### src/rtl/riscv_ctrl_alu_if.sv
// rtl/riscv_ctrl_alu_if.sv - decode/execute bus between instruction source and riscv_ctrl_alu
interface riscv_ctrl_alu_if #(
  parameter int WIDTH = 32
);
  logic [6:0]       Op;
  logic [2:0]       funct3;
  logic [6:0]       funct7;
  logic [WIDTH-1:0] A;
  logic [WIDTH-1:0] B;
  logic             RegWrite;
  logic             ALUSrc;
  logic             MemWrite;
  logic             ResultSrc;
  logic             branch;
  logic [1:0]       ImmSrc;
  logic [3:0]       ALUControl;
  logic [WIDTH-1:0] Result;
  logic             Z_flag;
  logic             N_flag;
  logic             C_flag;
  logic             V_flag;
  logic [3:0]       flags_q;

  modport master (
    output Op, funct3, funct7, A, B,
    input  RegWrite, ALUSrc, MemWrite, ResultSrc, branch, ImmSrc, ALUControl,
    input  Result, Z_flag, N_flag, C_flag, V_flag, flags_q
  );

  modport slave (
    input  Op, funct3, funct7, A, B,
    output RegWrite, ALUSrc, MemWrite, ResultSrc, branch, ImmSrc, ALUControl,
    output Result, Z_flag, N_flag, C_flag, V_flag, flags_q
  );
endinterface

### src/rtl/riscv_ctrl_alu.sv
// rtl/riscv_ctrl_alu.sv - RV32I single-cycle control decode, ALU and registered flags
module riscv_ctrl_alu #(
  parameter int WIDTH = 32
) (
  input  logic            clk,
  input  logic            rst,
  riscv_ctrl_alu_if.slave bus
);
  localparam logic [3:0] ALU_ADD  = 4'b0000;
  localparam logic [3:0] ALU_SUB  = 4'b0001;
  localparam logic [3:0] ALU_AND  = 4'b0010;
  localparam logic [3:0] ALU_OR   = 4'b0011;
  localparam logic [3:0] ALU_XOR  = 4'b0100;
  localparam logic [3:0] ALU_SLT  = 4'b0101;
  localparam logic [3:0] ALU_SLTU = 4'b0110;
  localparam logic [3:0] ALU_SLL  = 4'b0111;
  localparam logic [3:0] ALU_SRL  = 4'b1000;
  localparam logic [3:0] ALU_SRA  = 4'b1001;

  logic [1:0]       alu_op;
  logic [3:0]       alu_ctrl;
  logic             is_sub;
  logic [WIDTH-1:0] b_op;
  logic [WIDTH:0]   sum;
  logic [4:0]       shamt;
  logic [WIDTH-1:0] result;
  logic             c_flag;
  logic             v_flag;
  logic [3:0]       flags_d;
  logic [3:0]       flags_q;
  logic             unused_ok;

  assign unused_ok = ^{bus.funct7[6], bus.funct7[4:0]};

  always_comb begin
    bus.RegWrite  = 1'b0;
    bus.ALUSrc    = 1'b0;
    bus.MemWrite  = 1'b0;
    bus.ResultSrc = 1'b0;
    bus.branch    = 1'b0;
    bus.ImmSrc    = 2'b00;
    alu_op        = 2'b00;
    case (bus.Op)
      7'b0000011: begin
        bus.RegWrite  = 1'b1;
        bus.ALUSrc    = 1'b1;
        bus.ResultSrc = 1'b1;
      end
      7'b0100011: begin
        bus.ALUSrc   = 1'b1;
        bus.MemWrite = 1'b1;
        bus.ImmSrc   = 2'b01;
      end
      7'b0110011: begin
        bus.RegWrite = 1'b1;
        alu_op       = 2'b10;
      end
      7'b0010011: begin
        bus.RegWrite = 1'b1;
        bus.ALUSrc   = 1'b1;
        alu_op       = 2'b10;
      end
      7'b1100011: begin
        bus.branch = 1'b1;
        bus.ImmSrc = 2'b10;
        alu_op     = 2'b01;
      end
      default: ;
    endcase
  end

  // I-type ADDI has no SUB form: funct7[5] there is an immediate bit, so Op[5] gates it.
  always_comb begin
    alu_ctrl = ALU_ADD;
    case (alu_op)
      2'b01: alu_ctrl = ALU_SUB;
      2'b10: begin
        case (bus.funct3)
          3'b000:  alu_ctrl = (bus.Op[5] & bus.funct7[5]) ? ALU_SUB : ALU_ADD;
          3'b001:  alu_ctrl = ALU_SLL;
          3'b010:  alu_ctrl = ALU_SLT;
          3'b011:  alu_ctrl = ALU_SLTU;
          3'b100:  alu_ctrl = ALU_XOR;
          3'b101:  alu_ctrl = bus.funct7[5] ? ALU_SRA : ALU_SRL;
          3'b110:  alu_ctrl = ALU_OR;
          default: alu_ctrl = ALU_AND;
        endcase
      end
      default: alu_ctrl = ALU_ADD;
    endcase
  end

  assign bus.ALUControl = alu_ctrl;

  assign is_sub = (alu_ctrl == ALU_SUB);
  assign b_op   = is_sub ? ~bus.B : bus.B;
  assign sum    = {1'b0, bus.A} + {1'b0, b_op} + {{WIDTH{1'b0}}, is_sub};
  assign shamt  = bus.B[4:0];

  always_comb begin
    result = '0;
    c_flag = 1'b0;
    v_flag = 1'b0;
    case (alu_ctrl)
      ALU_ADD, ALU_SUB: begin
        result = sum[WIDTH-1:0];
        c_flag = sum[WIDTH];
        v_flag = (bus.A[WIDTH-1] == b_op[WIDTH-1]) && (sum[WIDTH-1] != bus.A[WIDTH-1]);
      end
      ALU_AND:  result = bus.A & bus.B;
      ALU_OR:   result = bus.A | bus.B;
      ALU_XOR:  result = bus.A ^ bus.B;
      ALU_SLT:  result = {{(WIDTH-1){1'b0}}, ($signed(bus.A) < $signed(bus.B))};
      ALU_SLTU: result = {{(WIDTH-1){1'b0}}, (bus.A < bus.B)};
      ALU_SLL:  result = bus.A << shamt;
      ALU_SRL:  result = bus.A >> shamt;
      ALU_SRA:  result = $unsigned($signed(bus.A) >>> shamt);
      default:  result = '0;
    endcase
  end

  assign bus.Result = result;
  assign bus.Z_flag = (result == '0);
  assign bus.N_flag = result[WIDTH-1];
  assign bus.C_flag = c_flag;
  assign bus.V_flag = v_flag;

  assign flags_d = {bus.Z_flag, bus.N_flag, c_flag, v_flag};

  always_ff @(posedge clk) begin
    if (rst) begin
      flags_q <= 4'b0000;
    end else begin
      flags_q <= flags_d;
    end
  end

  assign bus.flags_q = flags_q;
endmodule

### src/flat_wrapper.sv
// flat-port wrapper written by rule: the top's interface ports become plain ports
module riscv_ctrl_alu_flat 
#(
  parameter int WIDTH = 32
)
  (clk, rst, bus_Op, bus_funct3, bus_funct7, bus_A, bus_B, bus_RegWrite, bus_ALUSrc, bus_MemWrite, bus_ResultSrc, bus_branch, bus_ImmSrc, bus_ALUControl, bus_Result, bus_Z_flag, bus_N_flag, bus_C_flag, bus_V_flag, bus_flags_q);
  riscv_ctrl_alu_if #(.WIDTH(WIDTH)) bus_i ();
  input  logic clk;
  input  logic rst;
  input wire logic [$bits(bus_i.Op)-1:0] bus_Op;
  input wire logic [$bits(bus_i.funct3)-1:0] bus_funct3;
  input wire logic [$bits(bus_i.funct7)-1:0] bus_funct7;
  input wire logic [$bits(bus_i.A)-1:0] bus_A;
  input wire logic [$bits(bus_i.B)-1:0] bus_B;
  output wire logic [$bits(bus_i.RegWrite)-1:0] bus_RegWrite;
  output wire logic [$bits(bus_i.ALUSrc)-1:0] bus_ALUSrc;
  output wire logic [$bits(bus_i.MemWrite)-1:0] bus_MemWrite;
  output wire logic [$bits(bus_i.ResultSrc)-1:0] bus_ResultSrc;
  output wire logic [$bits(bus_i.branch)-1:0] bus_branch;
  output wire logic [$bits(bus_i.ImmSrc)-1:0] bus_ImmSrc;
  output wire logic [$bits(bus_i.ALUControl)-1:0] bus_ALUControl;
  output wire logic [$bits(bus_i.Result)-1:0] bus_Result;
  output wire logic [$bits(bus_i.Z_flag)-1:0] bus_Z_flag;
  output wire logic [$bits(bus_i.N_flag)-1:0] bus_N_flag;
  output wire logic [$bits(bus_i.C_flag)-1:0] bus_C_flag;
  output wire logic [$bits(bus_i.V_flag)-1:0] bus_V_flag;
  output wire logic [$bits(bus_i.flags_q)-1:0] bus_flags_q;
  assign bus_i.Op = bus_Op;
  assign bus_i.funct3 = bus_funct3;
  assign bus_i.funct7 = bus_funct7;
  assign bus_i.A = bus_A;
  assign bus_i.B = bus_B;
  assign bus_RegWrite = bus_i.RegWrite;
  assign bus_ALUSrc = bus_i.ALUSrc;
  assign bus_MemWrite = bus_i.MemWrite;
  assign bus_ResultSrc = bus_i.ResultSrc;
  assign bus_branch = bus_i.branch;
  assign bus_ImmSrc = bus_i.ImmSrc;
  assign bus_ALUControl = bus_i.ALUControl;
  assign bus_Result = bus_i.Result;
  assign bus_Z_flag = bus_i.Z_flag;
  assign bus_N_flag = bus_i.N_flag;
  assign bus_C_flag = bus_i.C_flag;
  assign bus_V_flag = bus_i.V_flag;
  assign bus_flags_q = bus_i.flags_q;
  riscv_ctrl_alu #(.WIDTH(WIDTH)) u_core (.clk(clk), .rst(rst), .bus(bus_i));
endmodule
### config.mk
export PLATFORM = sky130hd
export DESIGN_NAME = riscv_ctrl_alu_flat
export DESIGN_NICKNAME = d
export VERILOG_FILES = /design/src/rtl/riscv_ctrl_alu_if.sv /design/src/rtl/riscv_ctrl_alu.sv /design/src/flat_wrapper.sv
export SDC_FILE = /design/constraint.sdc
export NUM_CORES = 1
export LEC_CHECK = 0
export BUFFER_PORTS_ARGS = -buffer_cell sky130_fd_sc_hd__buf_2
export CAP_MARGIN = 10
export CORE_MARGIN = 2
export CORE_UTILIZATION = 50
export CTS_BUF_LIST = sky130_fd_sc_hd__clkbuf_4 sky130_fd_sc_hd__clkbuf_8
export DETAILED_ROUTE_END_ITERATION = 6
export PLACE_DENSITY = 0.71
export SYNTH_ARGS = -nofsm -noshare
export SYNTH_HDL_FRONTEND = slang
export SYNTH_SLANG_ARGS = --single-unit
### constraint.sdc
create_clock -name clk -period 19.9 [get_ports clk]
set_input_delay 1.99 -clock clk [delete_from_list [all_inputs] [get_ports clk]]
set_output_delay 1.99 -clock clk [all_outputs]
set_load 0.02 [all_outputs]
# == Word level (Yosys, flattened, before mapping) ==
# Cells that the tools add are included.
# totals
ff_bits,4
inputBits,83
out_inout_bits,51
elab_cells,60
# classes
addsub,2
n_lt_le_gt_ge,2
n_eq_ne,24
n_shift,3
n_mux,15
bitwise,5
reduce_logical,8
# op_table
op,count
32-bit one-hot mux with 9 select lines,1
32-bit less-than comparator,2
32-bit by 32-bit adder with 33-bit output,1
33-bit by 1-bit adder with 33-bit output,1
32-bit bitwise AND,1
32-bit logical NOT,1
32-bit 2-to-1 mux,1
32-bit NOT,1
32-bit bitwise OR,1
32-bit by 5-bit left shift with 32-bit output,1
32-bit by 5-bit right shift with 32-bit output,1
32-bit by 5-bit >>> shifter with 32-bit output,1
32-bit XOR,1
4-bit one-hot mux with 7 select lines,1
4-bit by 3-bit equality test with 1-bit output (second input constant),4
7-bit by 6-bit equality test with 1-bit output (second input constant),2
3-bit equality test (second input constant),3
1-bit 2-to-1 mux,9
4-bit by 2-bit equality test with 1-bit output (second input constant),2
4-bit equality test (second input constant),2
2-bit one-hot mux with 2 select lines,2
4-bit one-hot mux with 2 select lines,1
7-bit by 2-bit equality test with 1-bit output (second input constant),1
7-bit by 5-bit equality test with 1-bit output (second input constant),1
other kinds (14),17

# == Depth between registers and ports, before layout ==
# Gate-level depths: netlist of run 1.
# depth
ltp_word,12
mapped_depth,27
ltp_nobuf,24

# == Worst setup path before layout of run 1 ==
# Ideal clock, no wire load.
# synth_timing
path_type,input to output
from,input bus_Op[1]
to,output bus_Z_flag
t_arrival_ps,8594
t_required_ps,17910
path_slack_ps,9316
path_stages,27
path_buffers,6
path_cell_list,nand2_1 -> nor3_1 -> nand2b_1 -> inv_1 -> and2_1 -> ha_1 -> clkbuf_1 -> o211ai_1 -> nand3_1 -> clkbuf_1 -> buf_1 -> clkbuf_1 -> nand2_1 -> buf_1 -> xnor2_1 -> ha_1 -> clkbuf_1 -> a21oi_1 -> o22ai_1 -> a211o_1 -> a211oi_1 -> mux2_1 -> or4_1 -> nor2_1 -> nand4_1 -> or4_4 -> nor3_1
# synth_via
elab_chain_len,11
# synth_rtl
item,line,source
"start, declared",flat_wrapper.sv:10,input wire logic [$bits(bus_i.Op)-1:0] bus_Op;
7-bit by 6-bit equality test with 1-bit output or 7-bit by 5-bit equality test with 1-bit output (tied branches),riscv_ctrl_alu.sv:43,case (bus.Op)
2-bit OR reduction (no line),n/a,
2-bit one-hot mux with 2 select lines (*),riscv_ctrl_alu.sv:43,
2-bit equality test or 2-bit by 1-bit equality test with 1-bit output (tied branches),riscv_ctrl_alu.sv:75,case (alu_op)
4-bit one-hot mux with 2 select lines (*),riscv_ctrl_alu.sv:75,
4-bit by 1-bit equality test with 1-bit output,"riscv_ctrl_alu.sv:95, riscv_ctrl_alu.sv:104",
32-bit 2-to-1 mux,riscv_ctrl_alu.sv:96,assign b_op = is_sub ? ~bus.B : bus.B;
32-bit by 32-bit adder with 33-bit output,riscv_ctrl_alu.sv:97,"assign sum = {1'b0, bus.A} + {1'b0, b_op} + {{WIDTH{1'b0}}, is_sub};"
33-bit by 1-bit adder with 33-bit output,riscv_ctrl_alu.sv:97,
32-bit one-hot mux with 9 select lines (*),riscv_ctrl_alu.sv:104,case (alu_ctrl)
named net bus_Result[17],flat_wrapper.sv:22,output wire logic [$bits(bus_i.Result)-1:0] bus_Result;
32-bit logical NOT (*),riscv_ctrl_alu.sv:123,assign bus.Z_flag = (result == '0);
"end, declared",flat_wrapper.sv:23,output wire logic [$bits(bus_i.Z_flag)-1:0] bus_Z_flag;
# The timed path passes the listed nets; every way through them passes the cells marked *.

# == Final worst setup path of run 1 ==
# layout_timing
from,input bus_Op[3]
to,output bus_Z_flag
# layout_via
elab_chain_len,11
# layout_rtl
item,line
7-bit by 6-bit equality test with 1-bit output or 7-bit by 5-bit equality test with 1-bit output (tied branches),riscv_ctrl_alu.sv:43
2-bit OR reduction (no line),n/a
2-bit one-hot mux with 2 select lines (*),riscv_ctrl_alu.sv:43
2-bit equality test or 2-bit by 1-bit equality test with 1-bit output (tied branches),riscv_ctrl_alu.sv:75
4-bit one-hot mux with 2 select lines (*),riscv_ctrl_alu.sv:75
4-bit by 1-bit equality test with 1-bit output,"riscv_ctrl_alu.sv:95, riscv_ctrl_alu.sv:104"
32-bit 2-to-1 mux,riscv_ctrl_alu.sv:96
32-bit by 32-bit adder with 33-bit output,riscv_ctrl_alu.sv:97
33-bit by 1-bit adder with 33-bit output,riscv_ctrl_alu.sv:97
32-bit one-hot mux with 9 select lines (*),riscv_ctrl_alu.sv:104
32-bit logical NOT (*),riscv_ctrl_alu.sv:123
# Mark *: on every way between the ends. The rest lies on a longest branch, timed or not.

==> impl_metrics.yaml, run 1 <==
sta:
  max_freq_mhz: 85.6
  final-max-slew-violation-count: 0
  setup_viol: 0
  maxSlewHeadroom_pct: 6.47
  rsz0062_at_grt: "no"
  final.min_clock_period_ns: 11.68
  whs_ns: 2.00
  worstMarginPinSlew_ns: 1.37
  fin_crit_sh_pct: 58.7
  hold_viol: 0
  timing.setup.tns_ns: 0
place:
  placed_cells: 1668
  routabilityCongestion: 1.06
  port-buffer-count: 127
  hpwlAfterDp_mm: 36.9
drt:
  final_antenna_net_count: 0
  avgViaCountPerCell: 7.23
  dr.first_iter.drc_count: 1698
  drt_pre_antenna_iters: 7
  drc: 2
  wire_per_inst_um: 28.6
  vias: 12083
  routed_wl_mm: 47.8
power_and_ir_drop:
  p_seq_share_pct: 2.6
  combPwrFrac_pct: 92.0
  p_int_w: 0.000133
  p_leak_nw: 4.76
  power_frac_clock_pct: 5.3
  swShare_pct: 60.0
  powerDensity_nw_per_um2: 30.5
  vdd_drop_max_v: 0.0000192
  p_switching_w: 0.000200
synthesis:
  synth_area_sq_um: 10200
  synthTopCellsByCount: "ha_1 (137), nand2_1 (118), a21oi_1 (94)"
  syn_area_per_cell_sq_um: 7.52
  ys_seq_elements: 4
  async_reset_ff_share_pct: 0
  ys_seq_area_share_pct: 0.786
  synth_top_area_share_pct: 16.8
  synth_most_common_cell: "ha_1"
  synth_edf_count: 0
  synthDistinctLibCells: 87
  synthCells: 1354
  syn-num-nets: 1575
  synth_top_cells_by_area: "ha_1 (17%), mux4_2 (14%), a21oi_1 (4.6%)"
  synth_top_cell_by_area: "ha_1"
  yosysWarnings: 0
  ys.flop_type: "dfxtp_1"
global_route:
  grt_max_degree: 61
  grt_use_total_pct: 43.2
  antenna_found_initial: 1
  gr-total-overflow: 0
  first_global_vias: 11301
  grt_pass1_wl_mm: 71.7
critical_path:
  path_depth: 25
  critPathRequiredTime_ns: 17.91
  crit_top_cell: "a21oi_1"
  cp-endpoint: "bus_Z_flag"
  crit_family: "simple AND/OR/NAND/NOR gates"
  crit_type: "input port to output port"
  worstSetupStartpoint: "bus_Op[3]"
  cp_slowest_cell: "nor3b_1"
  cp-start-kind: "input port"
  worst_setup_path_end_kind: "output port"
  cp_slowest_stage_delay_ns: 0.91
  arrival_ns: 9.69
  cp_num_buf_inv: 6
  worst-path-max-fanout: 32
die:
  dieWidth_um: 147
  die_area_sq_um: 21500
  start_util_pct: 50.7
  io_pins: 134
  coreArea_sq_um: 20100
  die_h_um: 147
  rows: 52
cts:
  cts_resized: 0
  numClockSinks: 4
  cts_tree: "yes"
  cts_setup_buffers: 0
  h-tree-depth: 1
  cts_inserted_buffers: 3
  clockBufferDepth: 2
  clock-root-buffer: "clkbuf_8"
  clk_pin_slew_ns: 0.03
  hold_buffers: 0
final_layout:
  layout-drive-gt1-share_pct: 18.6
  fillCellCount: 2004
  fin_util_pct: 54.4
  reg.largest.list: "u_core.bus.flags_q x4"
  largest_register: "u_core.bus.flags_q"
  instances_no_fill: 1672
  seq_area_sq_um: 80.1
  largest_reg_flops: 4
  nets: 1624
  areaGrowthSynthToFinish_pct: 7.44
  multi_input_area_sq_um: 9320
flow_run:
  cap_violations: 0
worst_hold_path:
  hold_class: "input port to register"
run_status:
  violations: "DRC"
  outcome: "finished with violations"
==> layer usage <==
layer  routed length (um)  track usage (%)  vias to the layer above  share of wire (%)
met5                    0                0                        -                  0
met4                 2690             20.5                        0                5.6
met3                 5460             8.17                      169                 11
met2                20600             66.1                      795                 43
met1                19000             58.9                     5845                 40
li1                     -                -                     5274                  -
==> kinds of logic (layout without fill, tap and decap cells) <==
| logic type | after synthesis | count (layout) | synth area share, % |
|---|---|---|---|
| xor+xnor | 48 | 48 | 4.13 |
| fa+ha+maj | 138 | 138 | 17.0 |
| flops | 4 | 4 | 0.786 |
| simple gates | 425 | 425 | 21.3 |
| other cells | 0 | 1 | 0 |
| mux | 126 | 126 | 20.5 |
| compound gates | 414 | 414 | 28.2 |
| buf+inv | 199 | 246 | 8.13 |
==> layout make-up <==
cell class / count / share of cell area [%]
Timing Repair Buffer: 152 / 7.57
Sequential cell: 4 / 0.732
Inverter: 91 / 3.12
Antenna cell: 1 / 0.0229
Clock buffer: 3 / 0.377
Multi-Input combinational cell: 1151 / 85.1
Tap cell: 270 / 3.09
==> cells in the final DEF, fill, tap and decap left out, types with 14 or more instances in the layout <==
cell type / synthesis / routed
xnor2_1: 43 / 43
o211ai_1: 30 / 30
nor3_1: 34 / 34
a221oi_1: 17 / 17
buf_4: 9 / 27
mux2_2: 14 / 14
nor2b_1: 20 / 20
nand2_1: 118 / 117
nand3_1: 35 / 35
a211oi_1: 20 / 19
o21ai_0: 54 / 54
mux4_2: 64 / 64
nor2_1: 90 / 90
buf_2: 19 / 125
a31oi_1: 22 / 22
inv_1: 88 / 88
nand4_1: 16 / 16
a21oi_1: 94 / 94
o22ai_1: 18 / 18
ha_1: 137 / 137
o21a_1: 16 / 16
mux2i_1: 41 / 41
a211o_1: 15 / 15
nand2b_1: 16 / 16
==> through the flow <==
step	worst slack [ns]	area [sq um]	power [W]
floorplan	9.32	10200	0.000209
global placement	8.63	10900	0.000302
detailed placement	8.53	10900	0.000304
CTS	8.51	10900	0.000323
global route	8.02	10900	0.000353
finish	8.22	10900	0.000334
==> worst min-delay path by stage <==
stage	slack (ns)	cells after the start	from	to
4_1_cts	2.00	2	rst	u_core.bus.flags_q[0]
3_3_place_gp	2.21	2	rst	u_core.bus.flags_q[1]
2_1_floorplan	2.06	1	rst	u_core.bus.flags_q[3]
6_report	2.00	2	rst	u_core.bus.flags_q[2]
5_1_grt	2.01	2	rst	u_core.bus.flags_q[2]
3_5_place_dp	2.21	2	rst	u_core.bus.flags_q[0]
==> power groups by stage <==
stage / registers, W / logic [W] / clock network (W)
after floorplan: 0.00000966 / 0.000199 / 0
after global placement: 0.00000886 / 0.000293 / 0
after detailed placement: 0.00000892 / 0.000295 / 0
after CTS: 0.00000883 / 0.000297 / 0.0000173
after global routing: 0.00000886 / 0.000326 / 0.0000183
final: 0.00000883 / 0.000307 / 0.0000177
Note: power is estimated with default switching activity, not from simulation.
==> run 2, diff against run 1 <==
==> constraint.sdc (replaced) <==
create_clock -name clk -period 12.1 [get_ports clk]
set_input_delay 1.21 -clock clk [delete_from_list [all_inputs] [get_ports clk]]
set_output_delay 1.21 -clock clk [all_outputs]
set_load 0.02 [all_outputs]
==> run 2 against run 1 <==
Effect of this change:
- the run now ends clean
- non-clock buffer count down 3
- utilization down 0.13 points
- final cell count down 0.24%
- hold slack worse by 0.79 ns
- combinational power up 65%
- sequential share of layout area about the same
- global-route usage down 0.34 points
- setup slack worse by 6.3 ns
- power up 65%
- first-iteration DRC count down 3.9%
- flip-flop and latch count unchanged
- critical path type unchanged
- largest power group unchanged
==> impl_metrics.yaml, run 2 (synthesis gave the netlist of run 1 again) <==
place:
  hpwlAfterDp_mm: 37.2
  placed_cells: 1665
  routabilityCongestion: 1.04
  port-buffer-count: 127
cts:
  cts_resized: 0
  hold_buffers: 0
  cts_inserted_buffers: 3
  cts_tree: "yes"
  clock-root-buffer: "clkbuf_8"
  clockBufferDepth: 2
  numClockSinks: 4
  clk_pin_slew_ns: 0.03
  h-tree-depth: 1
  cts_setup_buffers: 0
drt:
  wire_per_inst_um: 28.7
  routed_wl_mm: 47.9
  avgViaCountPerCell: 7.20
  drt_pre_antenna_iters: 6
  dr.first_iter.drc_count: 1631
  final_antenna_net_count: 0
  vias: 12014
  drc: 0
final_layout:
  final_common_cell: "ha_1"
  final_cell_mix: "ha_1 (137), buf_2 (125), nand2_1 (117)"
  reg.largest.list: "u_core.bus.flags_q x4"
  antennaDiodeCount: 0
  nets: 1621
  instances_no_fill: 1668
  layout-drive-gt1-share_pct: 18.4
  largest_reg_flops: 4
  areaGrowthSynthToFinish_pct: 7.18
  largest_register: "u_core.bus.flags_q"
sta:
  final-max-slew-violation-count: 0
  fin_crit_sh_pct: 83.9
  timing.setup.tns_ns: 0
  max_freq_mhz: 98.5
  hold_viol: 0
  setup_viol: 0
  rsz0062_at_grt: "no"
  maxSlewHeadroom_pct: 30.8
  worstMarginPinSlew_ns: 1.04
  final.min_clock_period_ns: 10.16
critical_path:
  critPathRequiredTime_ns: 10.89
  worst-path-max-fanout: 24
  worst_setup_path_end_kind: "output port"
  arrival_ns: 8.95
  crit_type: "input port to output port"
  cp-start-kind: "input port"
global_route:
  first_global_vias: 10924
  gr-total-overflow: 0
  grt_max_degree: 64
  antenna_found_initial: 2
  grt_use_total_pct: 42.9
  grt_pass1_wl_mm: 70.6
die:
  start_util_pct: 50.7
  dieWidth_um: 147
  die_area_sq_um: 21500
  io_pins: 134
  rows: 52
  die_h_um: 147
  coreArea_sq_um: 20100
worst_hold_path:
  hold_class: "input port to register"
power_and_ir_drop:
  swShare_pct: 60.3
  p_seq_share_pct: 2.6
  power_frac_clock_pct: 5.2
  vdd_drop_max_v: 0.0000314
  p_int_w: 0.000218
  p_switching_w: 0.000331
  combPwrFrac_pct: 92.2
  powerDensity_nw_per_um2: 50.3
  p_leak_nw: 4.74
run_status:
  outcome: "finished, final reports clean"
flow_run:
  cap_violations: 0
## run 2: cell count changes in the layout (fill, tap and decap cells not counted), sizes merged
cell,previous run,this run
diode,1,0
buf,152,149
## run 2: cell type report
| cell class | count | area (sq um) |
|---|---|---|
| Inverter | 91 | 342 |
| Tap cell | 270 | 338 |
| Multi-Input combinational cell | 1151 | 9310 |
| Sequential cell | 4 | 80.1 |
| Timing Repair Buffer | 149 | 806 |
| Clock buffer | 3 | 41.3 |
| Fill cell | 1961 | 9180 |
## run 2: metal layers
| layer | GRT usage, % | share of wire, % | vias up |
|---|---|---|---|
| met5 | 0 | 0.054 | - |
| li1 | - | - | 5259 |
| met1 | 60.7 | 41 | 5796 |
| met4 | 15.8 | 4.4 | 4 |
| met3 | 6.34 | 11 | 149 |
| met2 | 66.3 | 44 | 806 |
## run 2: power by group through the flow
stage | clock network (W) | logic (W) | registers [W]
after floorplan | 0 | 0.000327 | 0.0000159
after global placement | 0 | 0.000485 | 0.0000146
after detailed placement | 0 | 0.000487 | 0.0000146
after CTS | 0.0000284 | 0.000489 | 0.0000144
after global routing | 0.0000295 | 0.000533 | 0.0000146
final | 0.0000285 | 0.000506 | 0.0000144
## run 2: path summary, 6_finish.rpt
kind                    end  startpoint  cells after the start  slack [ns]
max              bus_Z_flag   bus_Op[3]                     23        1.94
min   u_core.bus.flags_q[2]         rst                      2        1.22
## run 2: per-stage QoR
stage	util, %	instance area [sq um]	setup WS, ns	power (W)	hold slack [ns]
3_5_place_dp	54.1	10900	2.14	0.000501	1.44
3_3_place_gp	54.1	10900	2.27	0.000500	1.43
5_1_grt	54.3	10900	1.75	0.000577	1.23
6_report	54.3	10900	1.94	0.000549	1.22
2_1_floorplan	-	10200	3.08	0.000343	1.28
4_1_cts	54.3	10900	2.14	0.000532	1.21
## run 2: worst max-delay path, stage by stage
cell      delay [ns]
buf_2           0.10
nor3_1          0.24
nand2b_1        0.18
inv_1           0.08
and2_1          0.14
ha_1            0.40
nor3b_2         0.61
a21oi_1         0.37
inv_2           0.39
nand2_2         0.55
xnor2_1         0.36
ha_1            0.36
a21oi_1         0.40
o22ai_1         0.16
a211o_1         0.32
a211oi_1        0.70
mux2_1          0.42
or4_1           0.61
nor2_1          0.18
nand4_1         0.16
or4_4           0.59
nor3_1          0.20
buf_2           0.20
